File: src/rtl/dcache_qspi_pkg.sv
// Shared types and constants for the data-cache QSPI line mover.
// Latency: none (declarations only).
// Backpressure: none (declarations only). Macro DCACHE_QSPI_QPI_CMD_EN selects a quad command phase.
package dcache_qspi_pkg;

    // Transaction state machine states
    typedef enum logic [3:0] {
        ST_IDLE,
        ST_WCAP,
        ST_CMD,
        ST_ADDR,
        ST_DUMMY,
        ST_WDATA,
        ST_RDATA,
        ST_CSH,
        ST_WFILL
    } state_t;

    // Width of the per-state item counter; large enough for the serial command (8 bits)
    localparam int CNT_W        = 4;
    localparam int ADDR_NIBBLES = 6;

    localparam logic [7:0] DEF_CMD_READ  = 8'hEB;
    localparam logic [7:0] DEF_CMD_WRITE = 8'h38;

`ifdef DCACHE_QSPI_QPI_CMD_EN
    // Command goes out as two quad nibbles
    localparam int CMD_ITEMS = 2;
`else
    // Command goes out one bit per SPI clock on io0
    localparam int CMD_ITEMS = 8;
`endif

    // Nibble idx of a 24-bit address, MSB nibble first
    function automatic logic [3:0] addr_nibble(input logic [23:0] addr, input logic [CNT_W-1:0] idx);
        logic [23:0] sh;
        sh = addr << (4 * idx);
        return sh[23:20];
    endfunction

endpackage

File: src/rtl/dcache_qspi_nibble_shift.sv
// Bit/nibble timebase: two-clk nibble time (phase, sclk), per-state item counter and terminal flag.
// Latency: term is combinational from the counter; counter wraps to zero on the terminal cycle.
// Backpressure: none; runs whenever en is high, fast mode steps one item per clk with sclk held low.
module qspi_nibble_shift
    import dcache_qspi_pkg::*;
(
    input  logic             clk,
    input  logic             reset,
    input  logic             en,
    input  logic             fast,
    input  logic [CNT_W-1:0] last,
    output logic             phase,
    output logic             sclk,
    output logic             term,
    output logic [CNT_W-1:0] cnt
);

    // Last item of the current state reached (slow items end on phase 1)
    assign term = en && (cnt == last) && (fast || phase);
    assign sclk = en && !fast && phase;

    // Phase toggles every clk in slow mode; counter restarts at each state boundary
    always_ff @(posedge clk) begin
        if (reset || !en || term) begin
            phase <= 1'b0;
            cnt   <= '0;
        end else if (fast) begin
            cnt <= cnt + 1'b1;
        end else begin
            phase <= ~phase;
            if (phase) begin
                cnt <= cnt + 1'b1;
            end
        end
    end

endmodule

File: src/rtl/dcache_qspi.sv
// Data-cache line mover: line fill (pull) and write-back (push) against a quad-SPI PSRAM.
// Latency: write req->done = 8 + 2*(cmd items + 6 + 8) + CS_HIGH clk; read adds dummies and an 8-clk cache fill.
// Backpressure: req is only sampled in IDLE; cache strobes are 8 gap-free cycles. Macro DCACHE_QSPI_QPI_CMD_EN.
module dcache_qspi
    import dcache_qspi_pkg::*;
#(
    parameter int         PA          = 22,
    parameter int         LINE_LENGTH = 4,
    parameter int         DUMMY       = 6,
    parameter int         CS_HIGH     = 2,
    parameter logic [7:0] CMD_READ    = DEF_CMD_READ,
    parameter logic [7:0] CMD_WRITE   = DEF_CMD_WRITE
)(
    input  logic          clk,
    input  logic          reset,
    input  logic          req,
    input  logic          push,
    input  logic          pull,
    input  logic [PA-3:0] tag,
    input  logic [3:0]    dwrite,
    output logic [3:0]    dread,
    output logic          rstrobe_d,
    output logic          wstrobe_d,
    output logic          busy,
    output logic          done,
    output logic          qspi_cs_n,
    output logic          qspi_sclk,
    output logic [3:0]    qspi_o,
    output logic [3:0]    qspi_oe,
    input  logic [3:0]    qspi_i
);

    localparam int               NIBBLES   = 2 * LINE_LENGTH;
    localparam logic [CNT_W-1:0] LAST_DATA = CNT_W'(NIBBLES - 1);

    state_t           state;
    state_t           next_state;
    logic             is_wr;
    logic [3:0]       line_buf [NIBBLES];
    logic             en;
    logic             fast;
    logic             phase;
    logic             term;
    logic [CNT_W-1:0] last;
    logic [CNT_W-1:0] cnt;
    logic [23:0]      addr;
    logic [7:0]       cmd;
`ifndef DCACHE_QSPI_QPI_CMD_EN
    logic [2:0]       cmd_bit;
`endif

    // Byte address of the line, zero-extended to the 24-bit PSRAM address
    assign addr = 24'({tag, 2'b00});
    assign cmd  = is_wr ? CMD_WRITE : CMD_READ;

    qspi_nibble_shift u_shift (
        .clk   (clk),
        .reset (reset),
        .en    (en),
        .fast  (fast),
        .last  (last),
        .phase (phase),
        .sclk  (qspi_sclk),
        .term  (term),
        .cnt   (cnt)
    );

    // Per-state item count and timebase mode (cache-side and CS gap states are one item per clk)
    always_comb begin
        en   = (state != ST_IDLE);
        fast = (state == ST_WCAP) || (state == ST_CSH) || (state == ST_WFILL);
        case (state)
            ST_CMD:   last = CNT_W'(CMD_ITEMS - 1);
            ST_ADDR:  last = CNT_W'(ADDR_NIBBLES - 1);
            ST_DUMMY: last = CNT_W'(DUMMY - 1);
            ST_CSH:   last = CNT_W'(CS_HIGH - 1);
            default:  last = LAST_DATA;
        endcase
    end

    // State register
    always_ff @(posedge clk) begin
        if (reset) begin
            state <= ST_IDLE;
        end else begin
            state <= next_state;
        end
    end

    // Direction of the accepted transaction; push wins over pull
    always_ff @(posedge clk) begin
        if (reset) begin
            is_wr <= 1'b0;
        end else if (state == ST_IDLE && req && (push || pull)) begin
            is_wr <= push;
        end
    end

    // Line buffer: filled from the cache on write-back, from the pads at the end of each read nibble
    always_ff @(posedge clk) begin
        if (state == ST_WCAP) begin
            line_buf[cnt[2:0]] <= dwrite;
        end else if (state == ST_RDATA && phase) begin
            line_buf[cnt[2:0]] <= qspi_i;
        end
    end

    // Next-state logic; every non-idle state ends on the timebase terminal flag
    always_comb begin
        next_state = state;
        case (state)
            ST_IDLE:  if (req && (push || pull)) next_state = push ? ST_WCAP : ST_CMD;
            ST_WCAP:  if (term) next_state = ST_CMD;
            ST_CMD:   if (term) next_state = ST_ADDR;
            ST_ADDR:  if (term) next_state = is_wr ? ST_WDATA : ST_DUMMY;
            ST_DUMMY: if (term) next_state = ST_RDATA;
            ST_WDATA: if (term) next_state = ST_CSH;
            ST_RDATA: if (term) next_state = ST_CSH;
            ST_CSH:   if (term) next_state = is_wr ? ST_IDLE : ST_WFILL;
            ST_WFILL: if (term) next_state = ST_IDLE;
            default:  next_state = ST_IDLE;
        endcase
    end

    // Pad and cache-side outputs decoded from state and item counter
    always_comb begin
        qspi_cs_n = 1'b1;
        qspi_o    = 4'h0;
        qspi_oe   = 4'h0;
        rstrobe_d = 1'b0;
        wstrobe_d = 1'b0;
        dread     = 4'h0;
        busy      = (state != ST_IDLE);
        done      = 1'b0;
`ifndef DCACHE_QSPI_QPI_CMD_EN
        cmd_bit   = 3'd7 - cnt[2:0];
`endif
        case (state)
            ST_WCAP: rstrobe_d = 1'b1;
            ST_CMD: begin
                qspi_cs_n = 1'b0;
`ifdef DCACHE_QSPI_QPI_CMD_EN
                qspi_oe   = 4'hF;
                qspi_o    = (cnt == '0) ? cmd[7:4] : cmd[3:0];
`else
                qspi_oe   = 4'b0001;
                qspi_o    = {3'b000, cmd[cmd_bit]};
`endif
            end
            ST_ADDR: begin
                qspi_cs_n = 1'b0;
                qspi_oe   = 4'hF;
                qspi_o    = addr_nibble(addr, cnt);
            end
            ST_DUMMY, ST_RDATA: qspi_cs_n = 1'b0;
            ST_WDATA: begin
                qspi_cs_n = 1'b0;
                qspi_oe   = 4'hF;
                qspi_o    = line_buf[cnt[2:0]];
            end
            // Write-back ends here; a fill still has the cache strobes to go
            ST_CSH: done = term && is_wr;
            ST_WFILL: begin
                wstrobe_d = 1'b1;
                dread     = line_buf[cnt[2:0]];
                done      = term;
            end
            default: ;
        endcase
    end

endmodule

File: config.mk
export PLATFORM = sky130hd
export DESIGN_NAME = dcache_qspi
export DESIGN_NICKNAME = d
export VERILOG_FILES = /design/src/rtl/dcache_qspi_pkg.sv /design/src/rtl/dcache_qspi_nibble_shift.sv /design/src/rtl/dcache_qspi.sv
export SDC_FILE = /design/constraint.sdc
export NUM_CORES = 1
export LEC_CHECK = 0
export CAP_MARGIN = 10
export CORE_ASPECT_RATIO = 0.9
export CORE_MARGIN = 3
export CORE_UTILIZATION = 40
export CTS_BUF_LIST = sky130_fd_sc_hd__clkbuf_8 sky130_fd_sc_hd__clkbuf_16
export DETAILED_ROUTE_END_ITERATION = 8
export RECOVER_POWER = 25
export SLEW_MARGIN = 20
export SYNTH_ARGS = -nofsm -noshare
export SYNTH_HDL_FRONTEND = slang
export SYNTH_SLANG_ARGS = --single-unit
File: constraint.sdc
create_clock -name clk -period 3 [get_ports clk]
set_input_delay 0.75 -clock clk [delete_from_list [all_inputs] [get_ports clk]]
set_output_delay 0.75 -clock clk [all_outputs]
set_load 0.005 [all_outputs]
# --- After elaboration in Yosys (flattened, before gate mapping) ---
# Memories as Yosys holds them, arrays and structs flattened. A register that Yosys moved wholly into a read port is not among the register bits.
# Index checks and enable logic that the tools add are counted.
totals:
  wordCells: 85
  ramBits: 32
  regBits: 10
  n_memories: 1
op_classes:
  muxes: 32
  bitwise: 2
  add_sub_neg: 2
  n_reduce_logical: 25
  n_shift: 1
  eq_ne: 17
  order_cmp: 1
memory_table:
  columns: ["name", "depth", "word_bits", "read_ports", "rd_ports_with_merged_regs", "wr", "line", "source"]
  rows:
  - ["line_buf", 8, 4, 1, 1, 1, "dcache_qspi.sv:39", "logic [3:0] line_buf [NIBBLES];"]
ops:
  columns: ["operator", "n"]
  rows:
  - ["$mux W4", 13]
  - ["$pmux W4 S8", 1]
  - ["$shl A22 B6 Y24", 1]
  - ["$eq A4 B3 Y1 const B", 4]
  - ["$ne A2 B2 Y1 const B", 6]
  - ["$pmux W4 S3", 1]
  - ["$logic_and A1 B1 Y1", 9]
  - ["$mux W1", 9]
  - ["$eq A4 B2 Y1 const B", 2]
  - ["$mux W8", 1]
  - ["$pmux W4 S2", 1]
  - ["$reduce_and A8 Y1", 1]
  - ["$logic_or A1 B1 Y1", 6]
  - ["$mux W3", 2]
  - ["$pmux W3 S2", 1]
  - ["$reduce_or A2 Y1", 3]
  - ["$reduce_or A5 Y1", 1]
  - ["$add A4 B1 Y4 const B", 1]
  - ["$eq A4 B1 Y1 const B", 1]
  - ["$eq A4 B3 Y1", 1]
  - ["$eq A4 B4 Y1 const B", 1]
  - ["$logic_not A4 Y1", 1]
  - ["$lt A3 B4 Y1 const B", 1]
  - ["$ne A2 B1 Y1 const B", 2]
  - ["other kinds (9)", 10]

# --- Logic depth before layout (Yosys ltp) ---
# Gate-level depths: netlist of run 1.
depth:
  depth_word: 8
  mapped_depth: 7

# --- Cells and area by module ---
# From an unflattened synthesis of run 1, not the netlist that was laid out.
unflattened:
  hier_cells: 212
  hier_area_um2: 2397.3
modules_own_cells:
  columns: ["mod", "area_each_um2", "cells_per_inst", "n_inst"]
  rows:
  - ["dcache_qspi", 2102.0, 184, 1]
  - ["qspi_nibble_shift", 295.3, 28, 1]

# --- Least setup slack after synthesis of run 1 ---
# No wires, ideal clock.
synth_path:
  kind: "reg2out"
  from: "reg state[1]"
  to: "out qspi_o[0]"
  slack_ns: 0.710
  path_buffers: 2
  arrival_time_ns: 1.540
  stages_incl_launch_ff: 7
  cell_sequence: "dfxtp_1 -> buf_4 -> buf_2 -> nor2b_1 -> nand3_1 -> or2_2 -> o21ai_0"
synth_between:
  elab_chain_len: 2
  elab_cells_between_ends: 4
  classes_between: "eq/ne (3); mux (1)"
synth_rtl:
  columns: ["item", "line", "source"]
  rows:
  - ["from (decl)", "dcache_qspi.sv:36", "state_t state;"]
  - ["from (signal assigned)", "dcache_qspi.sv:86", "state <= next_state;"]
  - ["$eq A4 B3 Y1 or $eq A4 B2 Y1 (tied branches)", "dcache_qspi.sv:138", "case (state)"]
  - ["$pmux W4 S3 *", "dcache_qspi.sv:138", null]
  - ["to (decl)", "dcache_qspi.sv:28", "output logic [3:0] qspi_o,"]
# Every way passes the cells marked *; elsewhere a longest branch is shown, timed or not.

# --- Final worst setup path of run 1 ---
layout_path:
  from: "reg state[2]"
  to: "out dread[1]"
layout_between:
  elab_chain_len: 2
layout_rtl:
  columns: ["item", "line", "source"]
  rows:
  - ["$eq A4 B4 Y1", "dcache_qspi.sv:138", null]
  - ["$mux W4", "dcache_qspi.sv:138", null]
  - ["to (decl)", "dcache_qspi.sv:21", "output logic [3:0] dread,"]
# No other way between the ends.

==> impl_results.md, run 1 <==
* Reg2Reg Depth at 7
* Critical Path Start: state[2]
* Cell count after synthesis at 225
* Type of the worst min-delay path: flop to flop
* Post-Syn Area at 2510 um2
* Actual slew at the worst max-slew pin at 0.694 ns
* ANT nets after route at 0
* Remaining DRCs at 0
* Arr. time, crit path at 2.17 ns
* Grt total ovfl at 0
* First-pass GRT wire length at 9630 um
* Setup TNS at 0 ns
* Post-DR vias/cell at 5.48
* Total Power Consumption at 1.75 mW
* # port buffers at 50
* Cells after DPL at 348
* Setup WS pre-CTS at -0.0454 ns
* Netlist cell types at 51
* Startpoint Class: flop
* Reg2Reg Capture Point: line_buf[0][0]
* Fin. max-slew vios at 0
* Leak at 1.20 nW
* Commonest cells in the netlist: edfxtp_1, nor2_1, nand2_1, dfxtp_1
* H-Tree Depth at 2
* Fraction of layout cells with a size suffix above 1 at 0.196
* Async set-reset flop share out of synthesis at 0
* Flops & latches, synth at 45
* Final worst path period need at 2.92 ns
* Initial antenna violation count at 0
* Top fanout value on the critical path at 9
* Synth Net Count at 259
* Max Cap Viol at 0
* Core footprint at 5860 um2
* Post-layout util at 0.565
* Max Clk Rate at 343 MHz
* Avg WL per Cell at 17.1 um
* Fillers at 517
* CP required at 2.25 ns
* Worst Clk Skew at 0.00521 ns
* Syn-to-layout area delta at 31.9%
* Layout Nets at 318
* Critical path endpoint category: output pin
* All-Layer GR Usage at 0.178
* TritonCTS Sinks at 45
* Number of global-route vias before repair at 1858
* GPL Wtd Cong at 0.837
* Worst R2R Start: state[2]
* RSZ-0062 raised after global routing: false
* VDD IR max at 0.330 mV
* WS Path Type: flop to output pin
* Sequential element share of the synthesized area at 0.487
* Worst Hold Depth at 2
* Worst hold slack at 0.493 ns
* Worst setup margin at 0.0824 ns
* Hold endpoint: u_shift.phase
* Top-count cell post-synth: edfxtp_1
* Synth Area per Inst at 11.1 um2
* Pin count of the biggest net entering global routing at 18
* Worst hold start: u_shift.phase
* Ports at 51
* Dpl cell area at 3180 um2
* Status: finished clean
* Power Density at 530 nW/um2
* Worst reg2reg setup slack at 0.71 ns
* Register clock-pin slew on the reported worst setup and hold paths at 0.08 ns
* Setup bufs post-CTS at 0
* Max_slew headroom at 0.532
* Crit share post-route at 0.973
* Initial core utilization at 0.428
* CTS tree: done
* Die height at 81.1 um
* Row count at 26
* Post-route cell area at 3310 um2
* CTS Buf Count at 5
* Root Driver: clkbuf_8
* Count of hold-fix buffers inserted at cts at 0
* Die footprint at 7260 um2
* Post-synth EDFFs at 32
* Syn. warnings at 0
* Total Wirelength at 6070 um
* # diodes at 0
* Largest cells by area after synthesis: edfxtp_1, dfxtp_1, mux4_2, mux2i_1, nor2_1
* Clock Tree Buf Depth at 2
* Detailed-route via count at 1945
* Hold Fails Final Rpt at 0
* Die Wd at 89.5 um
* Clock Latency Late Sink at 0.30 ns
* Synth top area share at 0.383
* Cell Count, Final, Fillers Out at 355
* Initial DRC count at 99
* Top_reg_cell synth: edfxtp_1
* Dpl hpwl at 4780 um
* Cell taking the most area after synthesis: edfxtp_1
* Final setup fails at 0
* Drt first pass iters at 4
-- final cells by class --
| class | count | area, um2 | share of cell area |
|---|---|---|---|
| multi-input cells | 153 | 1170 | 0.353 |
| repair buffers | 72 | 682 | 0.206 |
| clock buffers | 5 | 68.8 | 0.0208 |
| flip-flops and latches | 45 | 1230 | 0.373 |
| well taps | 70 | 87.6 | 0.0265 |
| inverters | 7 | 26.3 | 0.00794 |
| clock inverters | 3 | 41.3 | 0.0125 |
-- placed cells by master (no fill, tap or decap), types with 2 or more instances in the layout --
cell type,instances
a211o_1,2
a211oi_1,2
a21oi_1,11
a31oi_1,4
buf_4,20
clkbuf_8,5
clkdlybuf4s50_1,44
dfxtp_1,8
dfxtp_2,2
dfxtp_4,3
dlygate4sd2_1,2
dlymetal6s2s_1,4
edfxtp_1,32
inv_1,6
mux2_1,4
mux2_2,4
mux2i_1,10
mux4_2,9
nand2_1,15
nand2b_1,5
nand3_1,4
nand3b_1,3
nor2_1,27
nor2b_1,2
nor3_1,4
o21ai_0,10
o22ai_1,3
or3_1,3
xnor2_1,4
xor2_1,4
-- cells by family (layout without fill, tap and decap cells) --
| kind of cell | after synthesis | count (layout) | synth area share |
|---|---|---|---|
| AO/OA/AOI/OAI | 41 | 41 | 0.112 |
| XOR/XNOR | 8 | 8 | 0.0279 |
| adder cells (fa/ha/maj) | 1 | 1 | 0.00499 |
| buffers and inverters | 27 | 87 | 0.0519 |
| flip-flops | 45 | 45 | 0.487 |
| multiplexers | 28 | 28 | 0.161 |
| AND/OR/NAND/NOR | 75 | 75 | 0.156 |
-- how the worst max path moves through the flow --
stage / end / slack, ns
floorplan: qspi_o[0] / 0.71
global placement: qspi_o[1] / -0.04
detailed placement: qspi_o[1] / -0.05
CTS: qspi_o[0] / 0.008
global route: dread[1] / 0.008
finish: dread[1] / 0.08
-- timing repair --
item                                    in CTS  in global routing
endpoints found under the setup margin       9                  6
pin swaps                                    0                  0
resized for setup                           12                  9
-- flip-flops by register name, indices dropped and copies added (netlist names), named ones only --
| signal | flops |
|---|---|
| line_buf | 32 |
| state | 4 |
| u_shift.cnt | 4 |
| is_wr | 1 |
| u_shift.phase | 1 |
-- metal layers --
layer / share of wire / GRT usage / vias up
li1: - / - / 944
met1: 0.49 / 0.268 / 929
met2: 0.41 / 0.253 / 68
met3: 0.091 / 0.0426 / 4
met4: 0.0076 / 0.0536 / 0
met5: 0 / 0 / -
-- power by group --
group | internal [mW] | switching, mW
Clock | 0.245 | 0.204
Combinational | 0.294 | 0.254
Sequential | 0.707 | 0.0492
-- worst max-delay path, stage by stage (launching register included) --
cell             delay, ns
dfxtp_4               0.38
buf_4                 0.16
or4b_4                0.54
buf_4                 0.18
nor2_1                0.10
clkdlybuf4s50_1       0.51
(Power assumes the default switching activity.)
==> inputs of run 2 (changes only) <==
--- a/config.mk
+++ b/config.mk
@@ -5,12 +5,14 @@
 export SDC_FILE = /design/constraint.sdc
 export NUM_CORES = 1
 export LEC_CHECK = 0
+export ABC_AREA = 1
 export CAP_MARGIN = 10
 export CORE_ASPECT_RATIO = 0.9
 export CORE_MARGIN = 3
 export CORE_UTILIZATION = 40
 export CTS_BUF_LIST = sky130_fd_sc_hd__clkbuf_8 sky130_fd_sc_hd__clkbuf_16
 export DETAILED_ROUTE_END_ITERATION = 8
+export PLACE_DENSITY = 0.65
 export RECOVER_POWER = 25
 export SLEW_MARGIN = 20
 export SYNTH_ARGS = -nofsm -noshare
==> impl_results.md, run 2 <==
* Status: finished clean
* Worst reg2reg setup slack at 0.29 ns
* Die Wd at 87.1 um
* Pin count of the biggest net entering global routing at 17
* Total Power Consumption at 2.41 mW
* Largest register FFs at 32
* Initial core utilization at 0.432
* Number of global-route vias before repair at 1930
* Initial antenna violation count at 0
* Final setup fails at 0
* VDD IR max at 0.387 mV
* Leak at 1.17 nW
* Die footprint at 6880 um2
* Arr. time, crit path at 2.13 ns
* Dpl hpwl at 4650 um
* Remaining DRCs at 0
* Fin. max-slew vios at 0
* Die height at 79.0 um
* Initial DRC count at 166
* Synth Area per Inst at 8.54 um2
* Setup TNS at 0 ns
* Max Cap Viol at 0
* Syn. warnings at 0
* CTS tree: done
* Type of the worst min-delay path: flop to flop
* Post-synth EDFFs at 32
* Fraction of layout cells with a size suffix above 1 at 0.131
* Hold Fails Final Rpt at 0
* Commonest non-fill, non-tap cell in the layout: nand2_1
* Post-Syn Area at 2370 um2
* Max_slew headroom at 0.337
* RSZ-0062 raised after global routing: false
* Grt total ovfl at 0
* Drt first pass iters at 4
* Storage element area at 1230 um2
* Top fanout value on the critical path at 7
* CP required at 2.25 ns
* H-Tree Depth at 2
* Reg2Reg Depth at 5
* Final worst path period need at 2.88 ns
* GPL Wtd Cong at 0.829
* Layout Nets at 368
* Row count at 25
* Ports at 51
* Flops & latches, synth at 45
* Synth top area share at 0.406
* Fillers at 493
* Cell count after synthesis at 277
* Actual slew at the worst max-slew pin at 0.985 ns
* Detailed-route via count at 2118
* ANT nets after route at 0
* Total Wirelength at 6070 um
* Async set-reset flop share out of synthesis at 0
* Clock Latency Late Sink at 0.30 ns
* Root Driver: clkbuf_8
* Cell taking the most area after synthesis: edfxtp_1
* Startpoint Class: flop
* Worst Hold Depth at 2
* Max Clk Rate at 347 MHz
* Register clock-pin slew on the reported worst setup and hold paths at 0.09 ns
* Most frequent cells in the layout: nand2_1, clkdlybuf4s50_1, nor2_1, edfxtp_1, inv_1
* Worst Clk Skew at 0.00390 ns
* Core footprint at 5470 um2
* TritonCTS Sinks at 45
* Commonest cells in the netlist: nand2_1, nor2_1, edfxtp_1, inv_1, o21ai_0
* Avg WL per Cell at 15.1 um
* # port buffers at 50
* Largest cells by area after synthesis: edfxtp_1, dfxtp_1, nand2_1, nor2_1, o21ai_0
* Area of the multi-input gates at 1000 um2
* # diodes at 0
* First-pass GRT wire length at 9610 um
* Critical path endpoint category: output pin
* Clock Tree Buf Depth at 2
* Crit share post-route at 0.960
* WS Path Type: flop to output pin
* Top-count cell post-synth: nand2_1
* Power Density at 778 nW/um2
* Post-DR vias/cell at 5.27
* All-Layer GR Usage at 0.183
* Sequential element share of the synthesized area at 0.516
* Syn-to-layout area delta at 30.6%
* Top_reg_cell synth: edfxtp_1
* Netlist cell types at 32
* CTS Buf Count at 5
* Synth Net Count at 311
==> run 2: layout make-up <==
cell class | instances | area share
well taps | 67 | 0.0271
repair inverters | 1 | 0.00243
inverters | 30 | 0.0377
flip-flops and latches | 45 | 0.400
repair buffers | 57 | 0.181
multi-input cells | 194 | 0.323
clock buffers | 5 | 0.0223
clock inverters | 3 | 0.00648
==> run 2: worst paths after layout <==
| path | startpoint | endpoint |
|---|---|---|
| worst min-delay path | u_shift.phase | u_shift.phase |
| worst min register to register | u_shift.phase | u_shift.phase |
| worst max-delay path | u_shift.cnt[2] | qspi_o[0] |
| worst max register to register | state[3] | line_buf[7][3] |
==> run 2: routing by layer <==
metal / GRT usage / share of wire / vias to the layer above
li1: - / - / 1070
met1: 0.276 / 0.49 / 960
met2: 0.254 / 0.41 / 84
met3: 0.0488 / 0.095 / 4
met4: 0.0514 / 0.0076 / 0
met5: 0 / 0 / -
==> run 2: power breakdown <==
part	switching [mW]	internal (mW)	total [mW]
combinational	0.733	0.481	1.21
clock	0.209	0.164	0.373
sequential	0.0758	0.743	0.819
==> run 2: logic make-up (layout without fill, tap and decap cells) <==
logic type | after synthesis | in the layout | share of synthesized area
AO/OA/AOI/OAI | 54 | 54 | 0.135
adder cells (fa/ha/maj) | 1 | 1 | 0.00529
buffers and inverters | 38 | 96 | 0.0635
flip-flops | 45 | 45 | 0.516
multiplexers | 4 | 4 | 0.0190
AND/OR/NAND/NOR | 135 | 135 | 0.261
==> run 2: stage by stage <==
| stage | instances | util | setup WS (ns) | hold WS (ns) | instance area (um2) |
|---|---|---|---|---|---|
| final | 402 | 0.565 | 0.119 | 0.472 | 3090 |
| after global routing | 402 | 0.565 | 0.00500 | 0.493 | 3090 |
| after CTS | 400 | 0.557 | 0.0263 | 0.472 | 3050 |
| after detailed placement | 392 | 0.540 | 0.0402 | 0.461 | 2960 |
| after global placement | 392 | 0.540 | 0.0619 | 0.461 | 2960 |
| after floorplan | 277 | - | 0.969 | 0.445 | 2370 |
==> run 2: critical path, stage by stage, from the launching register on <==
cell	delay, ns
dfxtp_2	0.36
inv_2	0.10
nor2_1	0.05
buf_4	0.16
or2_2	0.31
o211ai_1	0.10
o2111ai_1	0.13
nand3_1	0.13
clkdlybuf4s50_1	0.51
==> run 2: repair_timing <==
item                       in CTS  in global routing
setup endpoints to repair       4                  8
setup buffers                   0                  1
hold buffers                    0                  0
resized for setup               4                 20
cloned                          0                  1
